[config.mk]
export PLATFORM = sky130hd
export DESIGN_NAME = note_scroll_sched
export DESIGN_NICKNAME = d
export VERILOG_FILES = /design/src/rtl/note_scroll_sched.sv
export SDC_FILE = /design/constraint.sdc
export NUM_CORES = 1
export LEC_CHECK = 0
export ABC_CLOCK_PERIOD_IN_PS = 13920
export CORE_UTILIZATION = 55
export CTS_BUF_LIST = sky130_fd_sc_hd__clkbuf_2
export DETAILED_ROUTE_END_ITERATION = 8
export PLACE_DENSITY = 0.8
export SYNTH_ARGS = -nofsm -noshare
export SYNTH_HDL_FRONTEND = slang
export SYNTH_SLANG_ARGS = --single-unit
[constraint.sdc]
create_clock -name clk -period 13.92 [get_ports clk]
set_clock_uncertainty 0.1 [all_clocks]
set_input_delay 2.784 -clock clk [delete_from_list [all_inputs] [get_ports clk]]
set_output_delay 2.784 -clock clk [all_outputs]
set_load 0.005 [all_outputs]
[src/rtl/note_scroll_sched.sv]
// rtl/note_scroll_sched.sv - four-lane falling-note scroll scheduler and hit judge
//
// Reads one note row per row period from the note ROM, shifts it through a
// ROWS-deep grid, exposes the sub-row step for smooth rendering and judges
// key presses against the bottom (hit) row.
//
// Ports:
//   clk, resetn        clock, synchronous active-low reset
//   start              one-cycle pulse, begins a song from IDLE or END
//   abort              level, returns to IDLE (grid cleared, counts kept)
//   key[3:0]           raw key levels, bit3 = leftmost lane
//   rom_addr, rom_data note ROM address / lane bits (1-cycle read latency)
//   grid[4*ROWS-1:0]   row r at bits [4r+3:4r], row ROWS-1 is the hit row
//   step[2:0]          sub-row scroll step, 0..STEPS_PER_ROW-1
//   busy               high while scrolling (RUN or DRAIN)
//   hit_pulse          one cycle per judgement that hit at least one lane
//   miss_pulse         one cycle per shift that dropped at least one note
//   hit_count          saturating hit total
//   miss_count         saturating miss total
//   done, fail         song completed / miss limit reached (levels)
module note_scroll_sched #(
   parameter int TICK_DIV      = 1000000,
   parameter int STEPS_PER_ROW = 5,
   parameter int ROWS          = 11,
   parameter int ADDR_W        = 13,
   parameter int SONG_LEN      = 4096,
   parameter int MISS_LIMIT    = 15
) (
   input  logic              clk,
   input  logic              resetn,
   input  logic              start,
   input  logic              abort,
   input  logic [3:0]        key,
   output logic [ADDR_W-1:0] rom_addr,
   input  logic [3:0]        rom_data,
   output logic [4*ROWS-1:0] grid,
   output logic [2:0]        step,
   output logic              busy,
   output logic              hit_pulse,
   output logic              miss_pulse,
   output logic [7:0]        hit_count,
   output logic [7:0]        miss_count,
   output logic              done,
   output logic              fail
);

   localparam int TW = (TICK_DIV > 1) ? $clog2(TICK_DIV) : 1;
   localparam int DW = $clog2(ROWS + 1);

   typedef enum logic [1:0] {S_IDLE, S_RUN, S_DRAIN, S_END} state_t;

   state_t            state;
   logic [TW-1:0]     tick_cnt;
   logic [DW-1:0]     drain_cnt;
   logic [3:0]        key_q;
   logic [3:0]        key_prev;

   logic              active;
   logic              tick;
   logic              shift;
   logic [3:0]        hit_row;
   logic [3:0]        key_rise;
   logic [3:0]        hit_mask;
   logic [3:0]        miss_bits;
   logic [8:0]        hit_sum;
   logic [8:0]        miss_sum;
   logic [7:0]        hit_sat;
   logic [7:0]        miss_sat;
   logic [ADDR_W-1:0] addr_next;

   function automatic logic [2:0] popcnt4(input logic [3:0] v);
      return {2'b00, v[0]} + {2'b00, v[1]} + {2'b00, v[2]} + {2'b00, v[3]};
   endfunction

   always_comb begin
      active    = (state == S_RUN) || (state == S_DRAIN);
      tick      = active && (tick_cnt == TW'(TICK_DIV - 1));
      shift     = tick && (step == 3'(STEPS_PER_ROW - 1));
      hit_row   = grid[4*ROWS-1 -: 4];
      key_rise  = key_q & ~key_prev;
      hit_mask  = active ? (key_rise & hit_row) : 4'b0000;
      // A lane judged as hit in the shift cycle is already gone, so it
      // cannot also be counted as a miss.
      miss_bits = shift ? (hit_row & ~hit_mask) : 4'b0000;
      hit_sum   = {1'b0, hit_count} + {6'b000000, popcnt4(hit_mask)};
      miss_sum  = {1'b0, miss_count} + {6'b000000, popcnt4(miss_bits)};
      hit_sat   = hit_sum[8] ? 8'hFF : hit_sum[7:0];
      miss_sat  = miss_sum[8] ? 8'hFF : miss_sum[7:0];
      addr_next = (rom_addr == ADDR_W'(SONG_LEN)) ? rom_addr : rom_addr + ADDR_W'(1);
   end

   always_ff @(posedge clk) begin
      if (!resetn) begin
         state      <= S_IDLE;
         tick_cnt   <= '0;
         drain_cnt  <= '0;
         key_q      <= 4'b0000;
         key_prev   <= 4'b0000;
         rom_addr   <= '0;
         grid       <= '0;
         step       <= 3'd0;
         busy       <= 1'b0;
         hit_pulse  <= 1'b0;
         miss_pulse <= 1'b0;
         hit_count  <= 8'd0;
         miss_count <= 8'd0;
         done       <= 1'b0;
         fail       <= 1'b0;
      end else begin
         key_q      <= key;
         key_prev   <= key_q;
         hit_pulse  <= 1'b0;
         miss_pulse <= 1'b0;
         if (abort) begin
            state    <= S_IDLE;
            busy     <= 1'b0;
            grid     <= '0;
            step     <= 3'd0;
            tick_cnt <= '0;
         end else begin
            case (state)
               S_IDLE, S_END: begin
                  if (start) begin
                     state      <= S_RUN;
                     busy       <= 1'b1;
                     grid       <= '0;
                     step       <= 3'd0;
                     tick_cnt   <= '0;
                     drain_cnt  <= '0;
                     rom_addr   <= '0;
                     hit_count  <= 8'd0;
                     miss_count <= 8'd0;
                     done       <= 1'b0;
                     fail       <= 1'b0;
                  end
               end
               default: begin
                  tick_cnt  <= tick ? '0 : tick_cnt + TW'(1);
                  hit_count <= hit_sat;
                  hit_pulse <= |hit_mask;
                  if (shift) begin
                     step       <= 3'd0;
                     // The outgoing hit row is dropped; its misses were
                     // taken from miss_bits above.
                     grid       <= {grid[4*ROWS-5:0], (state == S_RUN) ? rom_data : 4'b0000};
                     rom_addr   <= addr_next;
                     miss_count <= miss_sat;
                     miss_pulse <= |miss_bits;
                     if (miss_sat >= 8'(MISS_LIMIT)) begin
                        state <= S_END;
                        busy  <= 1'b0;
                        fail  <= 1'b1;
                     end else if (state == S_RUN && addr_next == ADDR_W'(SONG_LEN)) begin
                        state     <= S_DRAIN;
                        drain_cnt <= '0;
                     end else if (state == S_DRAIN) begin
                        if (drain_cnt == DW'(ROWS - 1)) begin
                           state <= S_END;
                           busy  <= 1'b0;
                           done  <= 1'b1;
                        end else begin
                           drain_cnt <= drain_cnt + DW'(1);
                        end
                     end
                  end else begin
                     if (tick) begin
                        step <= step + 3'd1;
                     end
                     grid[4*ROWS-1 -: 4] <= hit_row & ~hit_mask;
                  end
               end
            endcase
         end
      end
   end

endmodule

==> results.tsv <==
metric	value	unit
status	complete, no violations	
final_nets	805	
setup_ws	7.67	ns
cp-start-kind	register	
fp.dieH	103	um
ir_worst_vdd	0.0647	mV
gp_congestion	0.858	
wl_per_cell	15.4	um
synth.cell_area	5650	sq um
r2r_end	drain_cnt[1]	
synth.top_cell.area_share	40.7	%
antenna_found_initial	0	
ys_seq_area_share	40.7	%
start_util	57.3	%
final_antenna_net_count	0	
fin_util	68.8	%
htreeDepth	4	
dp.final_hpwl	9.50	mm
drtIter0Drc	235	
avgSynthCellArea	8.05	sq um
num_rows	36	
fin_setup_tns	0	ns
crit_fanout	23	
regToRegStartpoint	state[1]	
rsz0062_at_grt	no	
syn_nets	734	
cts.sinks	115	
final_hold_viol_count	0	
cts_root_buffer	clkbuf_2	
relSlewSlack	31.0	%
synth_seq_cells	115	
post-place-ws	7.74	ns
crit_path_cell_trace	inv_1, ha_1, inv_1, or4_4, nor3_1, nand3_1, fa_1, fa_1, inv_1, fa_1, and3_1, nor3b_1, a21oi_1, a211o_1, o32a_1, nand2b_4, o32ai_1	
finalCritPeriodShare	44.9	%
grt_pass1_wl	22.6	mm
io_pins	93	
required	14.42	ns
cap_violations	0	
vias	5350	
hold_start	grid[15]	
cpPeakStageDelay	0.82	ns
cts_tree	yes	
worst_pin_slew	1.03	ns
cts_setup_buffers	0	
critPathSlowestCell	ha_1	
dr.pass1.iters	5	
die_area	10700	sq um
core_area	9860	sq um
p_leak	2.27	nW
r2r_slack	7.67	ns
finalSetupViolations	0	
hold_path.class	register to register	
ys_types	57	
min_path_cells	2	
cts.clk_slew.worst_paths	0.20	ns
p_per_area	81.7	nW/um^2
n_fill_cell	812	
drc	0	
worstSetupEndpointType	register	
clock_latency	0.69	ns
drive_gt1_share	6.23	%
ctsResizeCount	0	
synth_cells	702	
gr-usage-all-layers	27.3	%
grt-ovfl-total	0	
whs	0.379	ns
port-buffer-count	92	
cts_buffers	17	
ctsHoldBuffers	0	
synth-edff-count	0	
synth_top_area_cell	dfxtp_1	
wl	14.1	mm
synthFlopType	dfxtp_1	
viasPerCell	5.82	
path_class	register to register	
crit_start	state[1]	
yosys_warnings	0	
fp.dieW	103	um
finalCriticalPeriod	6.25	ns
clock.fmax	0.160	GHz
diodes	0	
clock_path_buffers	2	
crit_arrival	6.75	ns
async_reset_ff_share	0	%
area_growth	20.1	%
ys_top_cells_by_area	dfxtp_1 41%, a21oi_1 7.3%, nand3_1 5.7%, nand2_1 4.8%, nor2_1 4.5%	
grt_max_degree	73	
r2r_cells	17	
hold_end	grid[19]	
grt_pass1_vias	4857	
finalMaxSlewViolations	0	
[report_power, final]
| part | total (mW) | switching (mW) | internal, mW |
|---|---|---|---|
| clock | 0.188 | 0.141 | 0.0471 |
| sequential | 0.334 | 0.00185 | 0.332 |
| combinational | 0.0335 | 0.0221 | 0.0114 |
| total | 0.555 | 0.164 | 0.390 |
[sequential cells by signal, indices dropped and copies added, names as in the netlist, 4 cells and up]
| signal | count |
|---|---|
| key_q | 4 |
| rom_addr | 13 |
| tick_cnt | 20 |
| miss_count | 8 |
| hit_count | 8 |
| grid | 44 |
| key_prev | 4 |
| drain_cnt | 4 |
[cell type report]
type                       instances  area (sq um)  area share (%)
clock buffer                      17          85.1            1.25
clock inverter                    15           109            1.60
inverter                          29           109            1.60
multi-input combinational        513          3060            45.0
sequential                       115          2300            33.9
tap                              133           166            2.45
timing repair buffer              97           958            14.1
[cells in the final DEF (no fill, tap or decap), drive strengths merged, types with 6 or more instances in the layout]
cell and count:
a21oi 83, a22oi 9, a311oi 7, and2 13, and3 12, clkbuf 17
clkdlybuf4s50 92, clkinv 6, dfxtp 115, fa 6, ha 14, inv 33
nand2 73, nand2b 7, nand3 64, nand4 15, nand4b 7, nor2 68
nor3 16, nor3b 7, nor4 8, o21ai 26, o31ai 8, xnor2 7
xor2 10
[cell families (layout without fill, tap and decap cells)]
kind of cell               Yosys count  in the layout  synth area share (%)
AOI/OAI and AO/OA                  161            161                  17.0
xor gates and xnor gates            17             17                  2.64
adders and majority gates           20             20                  5.23
buffers and inverters               74            158                  5.29
DFF                                115            115                  40.7
muxes                                4              4                 0.731
and+or+nand+nor                    311            311                  28.4
[worst max-delay path, delay by kind of cell, from the launching register on]
| family | cells | cell delay [ns] |
|---|---|---|
| AND/OR/NAND/NOR | 6 | 1.92 |
| flip-flops | 1 | 0.45 |
| AO/OA/AOI/OAI | 4 | 1.04 |
| buffers and inverters | 3 | 0.59 |
| adder cells (fa/ha/maj) | 4 | 2.04 |
[Yosys cell counts (3+ instances only)]
cell type  count
nand4_1       15
mux2i_1        3
nor3_1        16
a21oi_1       82
nand3b_1       5
xnor2_1        7
fa_1           6
a31oi_1        4
a211oi_1       3
buf_2         11
nor2_1        68
nand4b_1       7
nor4b_1        3
o211ai_1       3
nand2_1       73
nor4_1         6
dfxtp_1      115
a22oi_1        9
nor3b_1        7
inv_1         29
o21ai_0       26
nand2b_1       6
o31ai_1        8
xor2_1        10
nand3_1       64
clkbuf_1      25
ha_1          14
and2_1        13
buf_1          8
a21o_1         3
a311oi_1       7
and3_1        12
[routing by layer]
metal,GRT usage [%],vias to the layer above,part of all wire [%]
li1,-,2632,-
met5,0,-,0
met3,9.01,22,6.5
met4,9.97,0,2.0
met1,33.9,2558,44
met2,44.1,138,47
[how the worst max path moves through the flow]
stage                               to  slack [ns]  depth (start not counted)
final                     drain_cnt[1]        7.67                         17
after detailed placement  drain_cnt[1]        7.74                         17
after CTS                 drain_cnt[1]        7.72                         17
after global placement    drain_cnt[2]        8.12                         17
after floorplan           drain_cnt[2]        9.14                         17
after global routing      drain_cnt[2]        7.27                         17
[metrics by stage]
stage | power (mW) | cells | cell area, sq um
floorplan | 0.362 | 702 | 5650
global placement | 0.372 | 887 | 6590
detailed placement | 0.374 | 887 | 6590
CTS | 0.560 | 919 | 6790
global route | 0.579 | 919 | 6790
finish | 0.555 | 919 | 6790
Power figures use the tool's default switching activity.
